--- config.mk ---
export PLATFORM = sky130hd
export DESIGN_NAME = ptl_link_rx
export DESIGN_NICKNAME = d
export VERILOG_FILES = /design/src/rtl/ptl_link_pkg.sv /design/src/rtl/ptl_delay_line.sv /design/src/rtl/ptl_link_rx.sv
export SDC_FILE = /design/constraint.sdc
export NUM_CORES = 1
export LEC_CHECK = 0
export ABC_AREA = 1
export CAP_MARGIN = 30
export CORE_MARGIN = 1
export CORE_UTILIZATION = 53
export DETAILED_ROUTE_END_ITERATION = 12
export GPL_TIMING_DRIVEN = 0
export PLACE_DENSITY = 0.77
export SYNTH_ARGS = -nofsm -noshare
export SYNTH_HDL_FRONTEND = slang
export SYNTH_SLANG_ARGS = --single-unit
--- constraint.sdc ---
create_clock -name clk -period 1.81 [get_ports clk]
set_clock_uncertainty 0.1 [all_clocks]
set_input_delay 0.362 -clock clk [delete_from_list [all_inputs] [get_ports clk]]
set_output_delay 0.362 -clock clk [all_outputs]
set_load 0.05 [all_outputs]
--- src/rtl/ptl_link_pkg.sv ---
// -----------------------------------------------------------------------------
// ptl_link_pkg
//   Definitions shared by the PTL link receiver and transmitter.
//   - rx_state_e   : deframer state encoding (IDLE, DATA, PAR, STOP)
//   - frame_slots  : slots per frame (start + data + optional parity + stop)
//   - FRAME_SLOTS  : frame_slots() for the default 8-bit, parity-on link
//   - even_parity  : parity bit that makes the total count of ones even
// -----------------------------------------------------------------------------
package ptl_link_pkg;

   typedef enum logic [1:0] {
      ST_IDLE = 2'd0,
      ST_DATA = 2'd1,
      ST_PAR  = 2'd2,
      ST_STOP = 2'd3
   } rx_state_e;

   function automatic int frame_slots(input int data_w, input int parity_en);
      return 1 + data_w + parity_en + 1;
   endfunction

   localparam int FRAME_SLOTS = frame_slots(8, 1);

   // Unused upper bits must be zero; they do not change the result.
   function automatic logic even_parity(input logic [31:0] data);
      return ^data;
   endfunction

endpackage

--- src/rtl/ptl_delay_line.sv ---
// -----------------------------------------------------------------------------
// ptl_delay_line
//   Models the PTL propagation delay as a DEPTH-stage shift register.
//   With DEPTH = 0 the input passes straight through.
//   Ports:
//     clk - slot clock
//     rst - asynchronous, active-high reset; clears every stage
//     d   - pulse strobe entering the line
//     q   - pulse strobe leaving the line, DEPTH slots later
// -----------------------------------------------------------------------------
module ptl_delay_line #(
   parameter int DEPTH = 2
) (
   input  logic clk,
   input  logic rst,
   input  logic d,
   output logic q
);

   generate
      if (DEPTH == 0) begin : g_wire
         assign q = d;
      end else begin : g_shift
         logic [DEPTH-1:0] sr_q;
         logic [DEPTH-1:0] sr_d;

         // New slot enters at bit 0 and leaves from the top bit.
         always_comb begin
            sr_d = (sr_q << 1) | DEPTH'(d);
         end

         // NOTE: state registers use non-blocking assignments, so every flop
         // samples the values from before the clock edge.
         always_ff @(posedge clk or posedge rst) begin
            if (rst) sr_q <= '0;
            else     sr_q <= sr_d;
         end

         assign q = sr_q[DEPTH-1];
      end
   endgenerate

endmodule

--- src/rtl/ptl_link_rx.sv ---
// -----------------------------------------------------------------------------
// ptl_link_rx
//   Receiver at the far end of a PTL serial link. It delays the incoming pulse
//   stream by the line delay, deframes start/data/parity/stop slots and hands
//   each good word over through a valid/ready holding register.
//   Ports:
//     clk        - slot clock
//     rst        - asynchronous, active-high reset
//     din        - 1 = SFQ pulse arrived in this slot
//     dout       - received word, LSB received first
//     dout_valid - dout holds an unconsumed word
//     dout_ready - consumer takes dout when dout_valid && dout_ready
//     frame_err  - one-cycle pulse: stop slot carried a pulse
//     par_err    - one-cycle pulse: even-parity mismatch
//     overrun    - sticky: a good word was dropped because dout was full
//     busy       - deframer is not in IDLE
// -----------------------------------------------------------------------------
module ptl_link_rx
   import ptl_link_pkg::*;
#(
   parameter int DATA_W     = 8,
   parameter int LINK_DELAY = 2,
   parameter int PARITY_EN  = 1
) (
   input  logic              clk,
   input  logic              rst,
   input  logic              din,
   output logic [DATA_W-1:0] dout,
   output logic              dout_valid,
   input  logic              dout_ready,
   output logic              frame_err,
   output logic              par_err,
   output logic              overrun,
   output logic              busy
);

   localparam int CNT_W = $clog2(DATA_W + 1);

   logic ld;

   ptl_delay_line #(
      .DEPTH (LINK_DELAY)
   ) u_delay (
      .clk (clk),
      .rst (rst),
      .d   (din),
      .q   (ld)
   );

   rx_state_e         state_q,      state_d;
   logic [CNT_W-1:0]  bit_cnt_q,    bit_cnt_d;
   logic [DATA_W-1:0] shreg_q,      shreg_d;
   logic              par_acc_q,    par_acc_d;
   logic              par_bad_q,    par_bad_d;
   logic [DATA_W-1:0] dout_q,       dout_d;
   logic              dout_valid_q, dout_valid_d;
   logic              frame_err_q,  frame_err_d;
   logic              par_err_q,    par_err_d;
   logic              overrun_q,    overrun_d;
   logic              word_load;

   // NOTE: every signal written here gets a default first, so no path can
   // leave one unassigned and infer a latch.
   always_comb begin
      state_d      = state_q;
      bit_cnt_d    = bit_cnt_q;
      shreg_d      = shreg_q;
      par_acc_d    = par_acc_q;
      par_bad_d    = par_bad_q;
      dout_d       = dout_q;
      dout_valid_d = dout_valid_q;
      frame_err_d  = 1'b0;
      par_err_d    = 1'b0;
      overrun_d    = overrun_q;
      word_load    = 1'b0;

      case (state_q)
         ST_IDLE: begin
            if (ld) begin
               state_d   = ST_DATA;
               bit_cnt_d = '0;
               par_acc_d = 1'b0;
               par_bad_d = 1'b0;
            end
         end

         ST_DATA: begin
            // LSB arrives first: each new bit enters at the top and the word
            // slides down, so the first bit ends up in bit 0.
            shreg_d   = (shreg_q >> 1) | (DATA_W'(ld) << (DATA_W - 1));
            par_acc_d = par_acc_q ^ ld;
            bit_cnt_d = CNT_W'(bit_cnt_q + 1'b1);
            if (bit_cnt_q == CNT_W'(DATA_W - 1)) begin
               state_d = (PARITY_EN != 0) ? ST_PAR : ST_STOP;
            end
         end

         ST_PAR: begin
            par_bad_d = ld ^ par_acc_q;
            state_d   = ST_STOP;
         end

         ST_STOP: begin
            // A pulse here is a framing error, never a new start slot.
            state_d = ST_IDLE;
            if (ld)                               frame_err_d = 1'b1;
            else if (par_bad_q)                   par_err_d   = 1'b1;
            else if (!dout_valid_q || dout_ready) word_load   = 1'b1;
            else                                  overrun_d   = 1'b1;
         end

         default: state_d = ST_IDLE;
      endcase

      // A load in the same cycle as an acceptance keeps dout_valid high.
      if (word_load) begin
         dout_d       = shreg_q;
         dout_valid_d = 1'b1;
      end else if (dout_valid_q && dout_ready) begin
         dout_valid_d = 1'b0;
      end
   end

   always_ff @(posedge clk or posedge rst) begin
      if (rst) begin
         state_q      <= ST_IDLE;
         bit_cnt_q    <= '0;
         shreg_q      <= '0;
         par_acc_q    <= 1'b0;
         par_bad_q    <= 1'b0;
         dout_q       <= '0;
         dout_valid_q <= 1'b0;
         frame_err_q  <= 1'b0;
         par_err_q    <= 1'b0;
         overrun_q    <= 1'b0;
      end else begin
         state_q      <= state_d;
         bit_cnt_q    <= bit_cnt_d;
         shreg_q      <= shreg_d;
         par_acc_q    <= par_acc_d;
         par_bad_q    <= par_bad_d;
         dout_q       <= dout_d;
         dout_valid_q <= dout_valid_d;
         frame_err_q  <= frame_err_d;
         par_err_q    <= par_err_d;
         overrun_q    <= overrun_d;
      end
   end

   assign dout       = dout_q;
   assign dout_valid = dout_valid_q;
   assign frame_err  = frame_err_q;
   assign par_err    = par_err_q;
   assign overrun    = overrun_q;
   assign busy       = (state_q != ST_IDLE);

endmodule

### After elaboration in Yosys (flattened, before gate mapping)

Index checks and enable logic that the tools add are counted.

| storage, ports and cells | value |
|---|---|
| bits in registers | 30 |
| input bits | 4 |
| output and inout port bits | 13 |

| operators by class | value |
|---|---|
| bitwise operators | 6 |
| add/sub/neg operators | 1 |
| equality and inequality tests | 6 |
| mux-type cells | 19 |
| reduce and logical (&&, ||, !) cells | 12 |

Operators by type and width:

| cell | number |
|---|---|
| $mux W1 | 12 |
| $or A7 B8 Y8 | 1 |
| $pmux W2 S4 | 1 |
| $pmux W4 S2 | 1 |
| $reduce_bool A2 Y1 | 4 |
| $reduce_and A2 Y1 | 3 |
| $add A4 B1 Y4 const B | 1 |
| $eq A2 B2 Y1 const B | 2 |
| $eq A4 B3 Y1 const B | 1 |
| $mux W2 | 2 |
| $mux W4 | 1 |
| $pmux W1 S2 | 2 |
| $reduce_and A4 Y1 | 1 |
| $not A1 Y1 | 3 |
| $eq A2 B1 Y1 const B | 1 |
| $logic_not A2 Y1 | 1 |
| $ne A2 B1 Y1 const B | 1 |
| $ne A2 B2 Y1 const B | 1 |
| $or A2 B1 Y2 | 1 |
| $logic_and A1 B1 Y1 | 1 |
| $logic_not A1 Y1 | 1 |
| $logic_or A1 B1 Y1 | 1 |
| $xor A1 B1 Y1 | 1 |

### Depth between registers and ports, before layout

Gate-level depths: netlist of run 1.

| logic depth | value |
|---|---|
| depth after elaboration | 7 |
| gate-level depth with buffers | 8 |

### Modules after synthesis

Synthesis of run 1 repeated with hierarchy kept, for this count alone.

| unflattened totals | value |
|---|---|
| cell total of the unflattened synthesis | 140 |
| area, all modules | 1342.5 um^2 |

By module, submodules not included:

| module | sequential area each (um^2) | area each (um^2) | instances | cells each |
|---|---|---|---|---|
| ptl_link_rx | 700.7 | 1288.7 | 1 | 137 |
| ptl_delay_line | 50.0 | 53.8 | 1 | 3 |

### Worst setup path after synthesis of run 1

OpenSTA, ideal clock, no wires.

| timing path | value |
|---|---|
| kind | register to register |
| start point | register state_q[0] |
| end point | register bit_cnt_q[3] |
| data arrival time | 1.281 ns |
| buffers on the path | 0 |
| period minus slack after synthesis | 1.500 ns |
| setup slack | 0.310 ns |
| data required time | 1.591 ns |
| stages on the path, launching flop included | 9 |
| cells stage by stage | dfrtp_1 -> inv_1 -> ha_1 -> inv_2 -> nand2_1 -> nand2_2 -> nand3_1 -> nand2_1 -> nor2_1 |

| on the way | value |
|---|---|
| cells in the longest elaborated chain, start to end | 3 |
| elaborated cells between the ends (all ways) | 6 |
| those cells by class | eq/ne (2); mux (1); reduce/logical (3) |

Ends and longest elaborated chain:

| what | RTL line | text |
|---|---|---|
| start, declared | ptl_link_rx.sv:50 | `rx_state_e state_q, state_d;` |
| start signal, assigned | ptl_link_rx.sv:137 | `state_q <= state_d;` |
| $eq A2 B1 Y1 or $logic_not A2 Y1 (tied branches) | ptl_link_rx.sv:77 | `case (state_q)` |
| $reduce_bool A2 Y1 (no source line) or $ne A2 B1 Y1 (tied branches) | -- |  |
| $reduce_and A2 Y1 (no source line) | -- |  |
| end signal, assigned | ptl_link_rx.sv:138 | `bit_cnt_q <= bit_cnt_d;` |
| end, declared | ptl_link_rx.sv:51 | `logic [CNT_W-1:0] bit_cnt_q, bit_cnt_d;` |

Parallel ways exist; a longest one is shown, timed or not.
A chain may end at the register's enable or synchronous reset.

### Worst setup path in the final report of run 1

| timing path | value |
|---|---|
| start point | register state_q[1] |
| end point | output port busy |

| on the way | value |
|---|---|
| cells in the longest elaborated chain, start to end | 1 |

Ends and longest elaborated chain:

| what | RTL line | text |
|---|---|---|
| $reduce_bool A2 Y1 | ptl_link_rx.sv:155 | `assign busy = (state_q != ST_IDLE);` |
| end, declared | ptl_link_rx.sv:34 | `output logic busy` |

Every way passes these cells.

==> run_results.csv, run 1 <==
group,metric,value,unit
run_status,status,"finished, final reports clean",
routing,ant_nets,0,
logic_synthesis,synthTopCellsByCount,"32 x nand2_1, 30 x dfrtp_1, 17 x inv_1",
global_route,grt_pass1_wl,3990,um
logic_synthesis,synth_edf_count,0,
routing,routed_wl,2380,um
global_route,antenna_found_initial,0,
logic_synthesis,synth-simple-area-share,0.187,
logic_synthesis,ys_seq_area_frac,0.564,
logic_synthesis,synthMuxAreaShare,0,
critical_path,cp.required,1.35,ns
floorplanning,coreArea,2300,um^2
routing,dr.first_iter.drc_count,5,
place,dp_slack,-0.302,ns
sta,finalMaxSlewViolations,0,
floorplanning,start_util,0.579,
logic_synthesis,synthAdderAreaFrac,0.0470,
routing,vias,965,
logic_synthesis,yosysMostFrequentCell,"nand2_1",
floorplanning,dieArea,2710,um^2
place,port_buffers,16,
routing,drc_errors,0,
power_and_ir_drop,ir_drop,1200,uV
logic_synthesis,netlist.area_leader.share,0.564,
power_and_ir_drop,leakage,0.859,nW
sta,worst_pin_slew,0.525,ns
cells_and_area,syn_to_final_growth,23.3,%
logic_synthesis,synth_top_flop_cell,"dfrtp_1",
clock_tree,clk_pin_slew,0.10,ns
global_route,grt_max_degree,21,
critical_path,reg2reg_depth,7,
hold_path,hold_class,"in -> async",
logic_synthesis,ys_warn_count,0,
sta,setup_slack,0.0497,ns
global_route,grt_pass1_vias,941,
place,place_hpwl,1720,um
logic_synthesis,syn_area_per_cell,9.71,um^2
logic_synthesis,ys_types,20,
routing,first_pass_iters,4,
logic_synthesis,async_flop_share,1.00,
critical_path,critPathKind,"reg -> out",
clock_tree,clkSinkCount,30,
sta,finalSetupViolCount,0,
sta,fmax,568,MHz
logic_synthesis,syn_nets,146,
routing,via_per_inst,5.03,
cells_and_area,drive_gt1_frac,0.207,
job,cap_violations,0,
sta,slew_headroom,0.650,
logic_synthesis,ys_seq_elements,30,
critical_path,worst_setup_path_start_kind,"register",
critical_path,crit_arrival,1.30,ns
sta,tns,0,ns
logic_synthesis,yosys.area.top_type,"dfrtp_1",
clock_tree,numCtsBuffers,5,
logic_synthesis,synth_xor_area_frac,0,
clock_tree,cts_tree,"yes",
place,place.gp.congestion,0.766,
floorplanning,fp.dieH,52.1,um
floorplanning,io_pins,17,
cells_and_area,post-route-cell-area,1640,um^2
cells_and_area,antenna_cells,0,
routing,wl_per_cell,12.4,um
sta,period_share,0.973,
floorplanning,num_rows,17,
critical_path,critPathCaptureType,"output port",
place,placed_area,1550,um^2
critical_path,crit_fanout,7,
power_and_ir_drop,power_density,1850,nW/um^2
logic_synthesis,synth_compound_area_frac,0.119,
global_route,grt_overflow,0,
cells_and_area,final_nets,172,
floorplanning,die_w,52.1,um
sta,hold_viol_final,0,
logic_synthesis,yosys-top-cells-area,"dfrtp_1 56%, nand2_1 9.0%, o21ai_2 5.3%",
clock_tree,h-tree-depth,2,
logic_synthesis,synth_cells,137,
logic_synthesis,syn_area,1330,um^2
clock_tree,cts-root-buf,"clkbuf_4",
global_route,track_usage,0.218,
sta,fin_crit,1.76,ns
logic_synthesis,synth_top_family_by_area,"simple AND/OR/NAND/NOR gates",
clock_tree,clk_latency,0.34,ns
clock_tree,cts.path.max_buffers,2,
-- stage by stage --
stage | util | hold WS, ns | instances | power, mW
global route | 0.714 | 0.275 | 192 | 3.26
global placement | 0.664 | 0.232 | 181 | 2.46
finish | 0.714 | 0.257 | 192 | 3.04
detailed placement | 0.676 | 0.240 | 182 | 2.54
CTS | 0.708 | 0.262 | 190 | 3.03
floorplan | - | 0.231 | 137 | 2.13
-- cells by family (layout without fill, tap and decap cells) --
kind of cell / after synthesis / in the layout
AND/OR/NAND/NOR: 52 / 52
adder cells (fa/ha/maj): 5 / 5
AO/OA/AOI/OAI: 25 / 25
flip-flops: 30 / 30
buffers and inverters: 25 / 52
-- where the power goes --
group	total, mW	internal, mW	leakage [nW]	switching [mW]
logic	1.45	0.460	0.424	0.994
clock network	0.523	0.286	0.0450	0.237
registers	1.06	0.920	0.391	0.142
total	3.04	1.67	0.859	1.37
-- final timing paths --
check                                        start                 endpoint  slack [ns]
max in group asynchronous                      rst               shreg_q[6]        0.87
min                                            rst                  dout[7]        0.26
min reg2reg                u_delay.g_shift.sr_q[0]  u_delay.g_shift.sr_q[1]        0.26
max                                     state_q[1]                     busy        0.05
max reg2reg                             state_q[0]                  dout[2]        0.32
min in group clk           u_delay.g_shift.sr_q[0]  u_delay.g_shift.sr_q[1]        0.26
-- area by class of cell --
type,count,area [um^2]
plain buffers,4,31.3
clock buffers,5,37.5
clock inverters,3,40.0
fillers,173,657
inverters,21,78.8
multi-input cells,82,482
flip-flops and latches,30,751
well taps,28,35.0
repair buffers,19,185
-- registers in the layout, indices dropped and copies added, names as in the netlist, 2 cells and up --
register,flops
shreg_q,8
dout,8
bit_cnt_q,4
u_delay.g_shift.sr_q,2
state_q,2
-- metal layers --
| layer | vias to the layer above | GRT usage | share of wire | wire length [um] |
|---|---|---|---|---|
| met5 | - | 0 | 0 | 0 |
| met4 | 0 | 0.171 | 0.022 | 53 |
| met1 | 459 | 0.255 | 0.46 | 1090 |
| li1 | 483 | - | - | - |
| met3 | 5 | 0.0643 | 0.042 | 100 |
| met2 | 18 | 0.331 | 0.48 | 1140 |
-- what timing repair did --
item | 4_1_cts | 5_1_grt
buffers inserted | 0 | 2
hold buffers | 0 | 0
setup endpoints to repair | 13 | 1
gates resized for setup | 20 | 1
-- layout by cell type (no fill, tap or decap) --
master and instances:
a21oi_1 5, buf_16 1, buf_2 1, buf_4 3, buf_6 2, bufinv_16 1, clkbuf_1 1, clkbuf_4 5
clkdlybuf4s50_1 3, clkinv_2 2, dfrtp_1 30, dlygate4sd2_1 12, ha_1 4, ha_4 1, inv_1 16, inv_2 5
nand2_1 32, nand2_2 3, nand3_1 9, nand3_4 1, nand3b_1 1, nor2_1 4, nor2_8 1, nor3_1 1
o21ai_0 4, o21ai_1 7, o21ai_2 8, o21bai_1 1
-- critical path, stage by stage (launching register included) --
cell	delay, ns
dfrtp_1	0.42
inv_1	0.13
ha_4	0.19
inv_2	0.05
buf_4	0.18
(Power assumes the default switching activity.)
==> inputs of run 2 (changes only) <==
--- a/config.mk
+++ b/config.mk
@@ -12,6 +12,7 @@
 export DETAILED_ROUTE_END_ITERATION = 12
 export GPL_TIMING_DRIVEN = 0
 export PLACE_DENSITY = 0.77
+export SETUP_SLACK_MARGIN = 0.1
 export SYNTH_ARGS = -nofsm -noshare
 export SYNTH_HDL_FRONTEND = slang
 export SYNTH_SLANG_ARGS = --single-unit
==> run_results.csv, run 2 (synthesis results as in run 1) <==
group,metric,value,unit
run_status,status,"finished, final reports clean",
critical_path,worst_setup_path_start_kind,"register",
clock_tree,cts.path.max_buffers,2,
clock_tree,cts-root-buf,"clkbuf_4",
floorplanning,io_pins,17,
sta,hold_viol_final,0,
critical_path,critPathCaptureType,"output port",
clock_tree,h-tree-depth,2,
global_route,grt_pass1_wl,4010,um
sta,worst_pin_slew,0.510,ns
clock_tree,clk_latency,0.34,ns
place,port_buffers,16,
clock_tree,numCtsBuffers,5,
routing,wl_met1,1100,um
floorplanning,fp.dieH,52.1,um
clock_tree,cts_tree,"yes",
floorplanning,start_util,0.579,
critical_path,crit_arrival,1.23,ns
floorplanning,num_rows,17,
routing,ant_nets,0,
clock_tree,clkSinkCount,30,
cells_and_area,final_nets,174,
sta,slew_headroom,0.660,
clock_tree,cts_hold_buffers,0,
critical_path,crit_fanout,5,
critical_path,rr_endpoint,"dout[2]",
power_and_ir_drop,ir_drop,1220,uV
critical_path,reg2reg_depth,7,
sta,fin_crit,1.69,ns
global_route,track_usage,0.220,
sta,finalSetupViolCount,0,
sta,tns,0,ns
global_route,grt_overflow,0,
routing,drc_errors,0,
routing,vias,980,
cells_and_area,antenna_cells,0,
routing,routed_wl,2450,um
routing,dr.first_iter.drc_count,11,
power_and_ir_drop,leakage,0.846,nW
floorplanning,dieArea,2710,um^2
floorplanning,die_w,52.1,um
power_and_ir_drop,power_density,1880,nW/um^2
routing,highest_layer,"met4",
critical_path,critPathKind,"reg -> out",
global_route,antenna_found_initial,0,
place,place_hpwl,1720,um
cells_and_area,syn_to_final_growth,24.9,%
clock_tree,clk_pin_slew,0.10,ns
job,cap_violations,0,
floorplanning,coreArea,2300,um^2
cells_and_area,drive_gt1_frac,0.241,
sta,finalMaxSlewViolations,0,
global_route,grt_pass1_vias,936,
sta,fmax,591,MHz
routing,via_per_inst,5.05,
routing,wl_met3,104,um
global_route,grt_max_degree,21,
place,place.gp.congestion,0.766,
sta,period_share,0.934,
routing,wl_per_cell,12.6,um
cells_and_area,mostFrequentLayoutCell,"nand2_1",
sta,rsz0062_at_grt,"yes",
cells_and_area,mostFrequentLayoutCells,"32 x nand2_1, 30 x dfrtp_1, 15 x inv_1",
critical_path,rrSetupSlack,0.30,ns
critical_path,r2r-start,"state_q[0]",
routing,dr_wl_met2,1200,um
cells_and_area,post-route-cell-area,1660,um^2
routing,first_pass_iters,4,
critical_path,cp.required,1.35,ns
place,placed_area,1550,um^2
hold_path,hold_class,"in -> async",
run 2: cell types whose count changed in the layout (fill, tap and decap cells not counted), sizes merged:
cell,change
buf,+2
clkbuf,+3
dlygate4sd2,-9
clkdlybuf4s15,+6
run 2: timing repair:
action / 4_1_cts / 5_1_grt
resized for setup: 24 / 13
pin swaps: 0 / 1
setup buffers: 0 / 4
setup endpoints to repair: 13 / 10
run 2: power by group:
part	switching [mW]	total [mW]	internal [mW]
clock network	0.242	0.528	0.286
logic	1.01	1.53	0.512
registers	0.148	1.07	0.920
run 2: final cells by class:
type                            instances  area, um^2
Sequential cell                        30         751
Fill cell                             156         636
Multi-Input combinational cell         82         482
Timing Repair Buffer                   21         204
Inverter                               21        81.3
Clock inverter                          3        40.0
Clock buffer                            5        37.5
Tap cell                               28        35.0
Buffer                                  4        31.3
run 2: routing by layer:
metal / up-vias / global-route usage
li1: 488 / -
met4: 0 / 0.171
met1: 471 / 0.259
met2: 15 / 0.333
met5: - / 0
met3: 6 / 0.0643
run 2: worst max path at each step:
| stage | start | end | depth (start not counted) |
|---|---|---|---|
| floorplan | state_q[0] | bit_cnt_q[3] | 8 |
| global placement | state_q[0] | busy | 4 |
| detailed placement | state_q[0] | busy | 4 |
| CTS | state_q[0] | busy | 4 |
| global route | state_q[0] | busy | 4 |
| finish | state_q[1] | busy | 4 |
run 2: worst max-delay path, stage by stage (launching register included):
cell     delay (ns)
dfrtp_1        0.43
inv_2          0.10
ha_4           0.17
inv_4          0.05
buf_8          0.14
run 2: per-stage QoR:
stage | util | worst slack (ns) | power, mW | hold slack [ns] | cells
detailed placement | 0.676 | -0.302 | 2.54 | 0.240 | 182
floorplan | - | 0.310 | 2.13 | 0.231 | 137
CTS | 0.711 | 0.0800 | 3.05 | 0.262 | 190
global placement | 0.664 | -0.262 | 2.46 | 0.232 | 181
finish | 0.723 | 0.119 | 3.12 | 0.247 | 194
global route | 0.723 | 0.0617 | 3.34 | 0.275 | 194
==> inputs of run 3 (changes only) <==
--- a/config.mk
+++ b/config.mk
@@ -9,8 +9,8 @@
 export CAP_MARGIN = 30
 export CORE_MARGIN = 1
 export CORE_UTILIZATION = 53
+export CTS_CLUSTER_SIZE = 20
 export DETAILED_ROUTE_END_ITERATION = 12
-export GPL_TIMING_DRIVEN = 0
 export PLACE_DENSITY = 0.77
 export SETUP_SLACK_MARGIN = 0.1
 export SYNTH_ARGS = -nofsm -noshare
==> run_results.csv, run 3 (synthesis results as in run 1) <==
group,metric,value,unit
routing,drc_errors,0,
routing,vias,969,
global_route,grt_pass1_wl,3840,um
floorplanning,start_util,0.579,
power_and_ir_drop,p_switching,1.38,mW
routing,wl_per_cell,11.6,um
sta,hold_viol_final,0,
power_and_ir_drop,leakage,0.836,nW
clock_tree,cts_hold_buffers,0,
cells_and_area,mostFrequentLayoutCells,"32 x nand2_1, 30 x dfrtp_1, 17 x buf_4",
critical_path,cp.required,1.35,ns
sta,finalMaxSlewViolations,0,
cells_and_area,syn_to_final_growth,23.1,%
global_route,antenna_found_initial,0,
place,port_buffers,16,
floorplanning,die_w,52.1,um
floorplanning,coreArea,2300,um^2
critical_path,crit_arrival,1.21,ns
clock_tree,cts_tree,"yes",
routing,dr.first_iter.drc_count,16,
floorplanning,io_pins,17,
global_route,grt_max_degree,31,
floorplanning,num_rows,17,
power_and_ir_drop,power_density,2010,nW/um^2
global_route,track_usage,0.206,
power_and_ir_drop,p_sw_frac,0.418,
clock_tree,cts-root-buf,"clkbuf_4",
sta,period_share,0.924,
routing,routed_wl,2210,um
routing,dr_wl_met2,1050,um
place,dpl.cell_count,179,
floorplanning,fp.dieH,52.1,um
cells_and_area,mostFrequentLayoutCell,"nand2_1",
cells_and_area,final_nets,170,
critical_path,worst_setup_path_start_kind,"register",
power_and_ir_drop,ir_drop,1510,uV
sta,setup_slack,0.137,ns
sta,fin_crit,1.67,ns
routing,first_pass_iters,4,
clock_tree,clkSinkCount,30,
power_and_ir_drop,power_frac_seq,0.323,
cells_and_area,antenna_cells,0,
clock_tree,clk_latency,0.34,ns
critical_path,critPathCaptureType,"output port",
clock_tree,clk_pin_slew,0.09,ns
cells_and_area,drive_gt1_frac,0.284,
power_and_ir_drop,p_int,1.92,mW
cells_and_area,instances_no_fill,190,
place,dp_slack,0.164,ns
routing,wl_met3,99,um
routing,ant_nets,0,
global_route,grt_pass1_vias,899,
floorplanning,dieArea,2710,um^2
sta,finalSetupViolCount,0,
routing,via_per_inst,5.10,
global_route,grt_overflow,0,
run_status,status,"finished, final reports clean",
sta,worst_pin_slew,0.386,ns
sta,tns,0,ns
critical_path,crit_fanout,4,
sta,rsz0062_at_grt,"no",
clock_tree,cts.path.max_buffers,2,
place,place.gp.congestion,0.789,
routing,highest_layer,"met4",
clock_tree,h-tree-depth,2,
routing,wl_met1,989,um
place,place_hpwl,1490,um
power_and_ir_drop,combPwrFrac,0.464,
sta,fmax,598,MHz
power_and_ir_drop,clkPwrFrac,0.213,
clock_tree,numCtsBuffers,5,
hold_path,hold_class,"reg -> reg",
critical_path,critPathKind,"reg -> out",
sta,slew_headroom,0.743,
job,cap_violations,0,
==> run 3: cell types whose count changed in the layout (fill, tap and decap cells not counted), sizes merged <==
cell and delta:
buf +9, clkdlybuf4s15 -6, clkbuf -3, dlygate4sd2 -3
clkinv -2, bufinv +1
==> run 3: final cells by class <==
type                            count  area (um^2)
Clock buffer                        6         51.3
Fill cell                         155          659
Timing Repair Buffer               21          178
Tap cell                           28         35.0
Sequential cell                    30          751
Clock inverter                      2         60.1
Inverter                           21         81.3
Multi-Input combinational cell     82          482
==> run 3: path summary, 6_finish.rpt <==
check / cells past startpoint / from / endpoint / slack, ns
worst max register to register: 7 / state_q[1] / dout[6] / 0.37
worst max-delay path: 4 / state_q[0] / busy / 0.14
min in group asynchronous: 3 / rst / dout_valid / 0.29
worst min-delay path: 0 / u_delay.g_shift.sr_q[0] / u_delay.g_shift.sr_q[1] / 0.26
max in group asynchronous: 3 / rst / dout[1] / 1.05
worst min register to register: 0 / u_delay.g_shift.sr_q[0] / u_delay.g_shift.sr_q[1] / 0.26
==> run 3: critical path: stages, from the launching register on <==
cell and delay [ns]:
dfrtp_1 0.44, inv_2 0.08, ha_4 0.17, inv_4 0.07
buf_12 0.13
==> run 3: power groups by stage <==
stage,combinational [mW],clock (mW),sequential (mW)
final,1.53,0.704,1.07
after detailed placement,1.42,0,1.08
after global routing,1.68,0.749,1.10
after global placement,1.39,0,1.07
after floorplan,0.738,0,1.39
after CTS,1.49,0.714,1.06
==> run 3: stage by stage <==
stage / power (mW) / hold WS [ns] / util / cell area [um^2]
2_1_floorplan: 2.13 / 0.231 / - / 1330
3_3_place_gp: 2.46 / 0.232 / 0.648 / 1490
3_5_place_dp: 2.50 / 0.237 / 0.648 / 1490
4_1_cts: 3.27 / 0.265 / 0.705 / 1620
5_1_grt: 3.53 / 0.268 / 0.713 / 1640
6_report: 3.30 / 0.260 / 0.713 / 1640
==> run 3: timing repair <==
item                                    CTS  global route
resized for setup                         3             2
pin swaps                                 0             1
setup buffers                             1             2
endpoints found under the setup margin    1             1
==> run 3: routing by layer <==
metal  track usage  vias up
met1         0.244      457
met2         0.314       20
met5             0        -
met4         0.149        0
met3        0.0614       10
li1              -      482
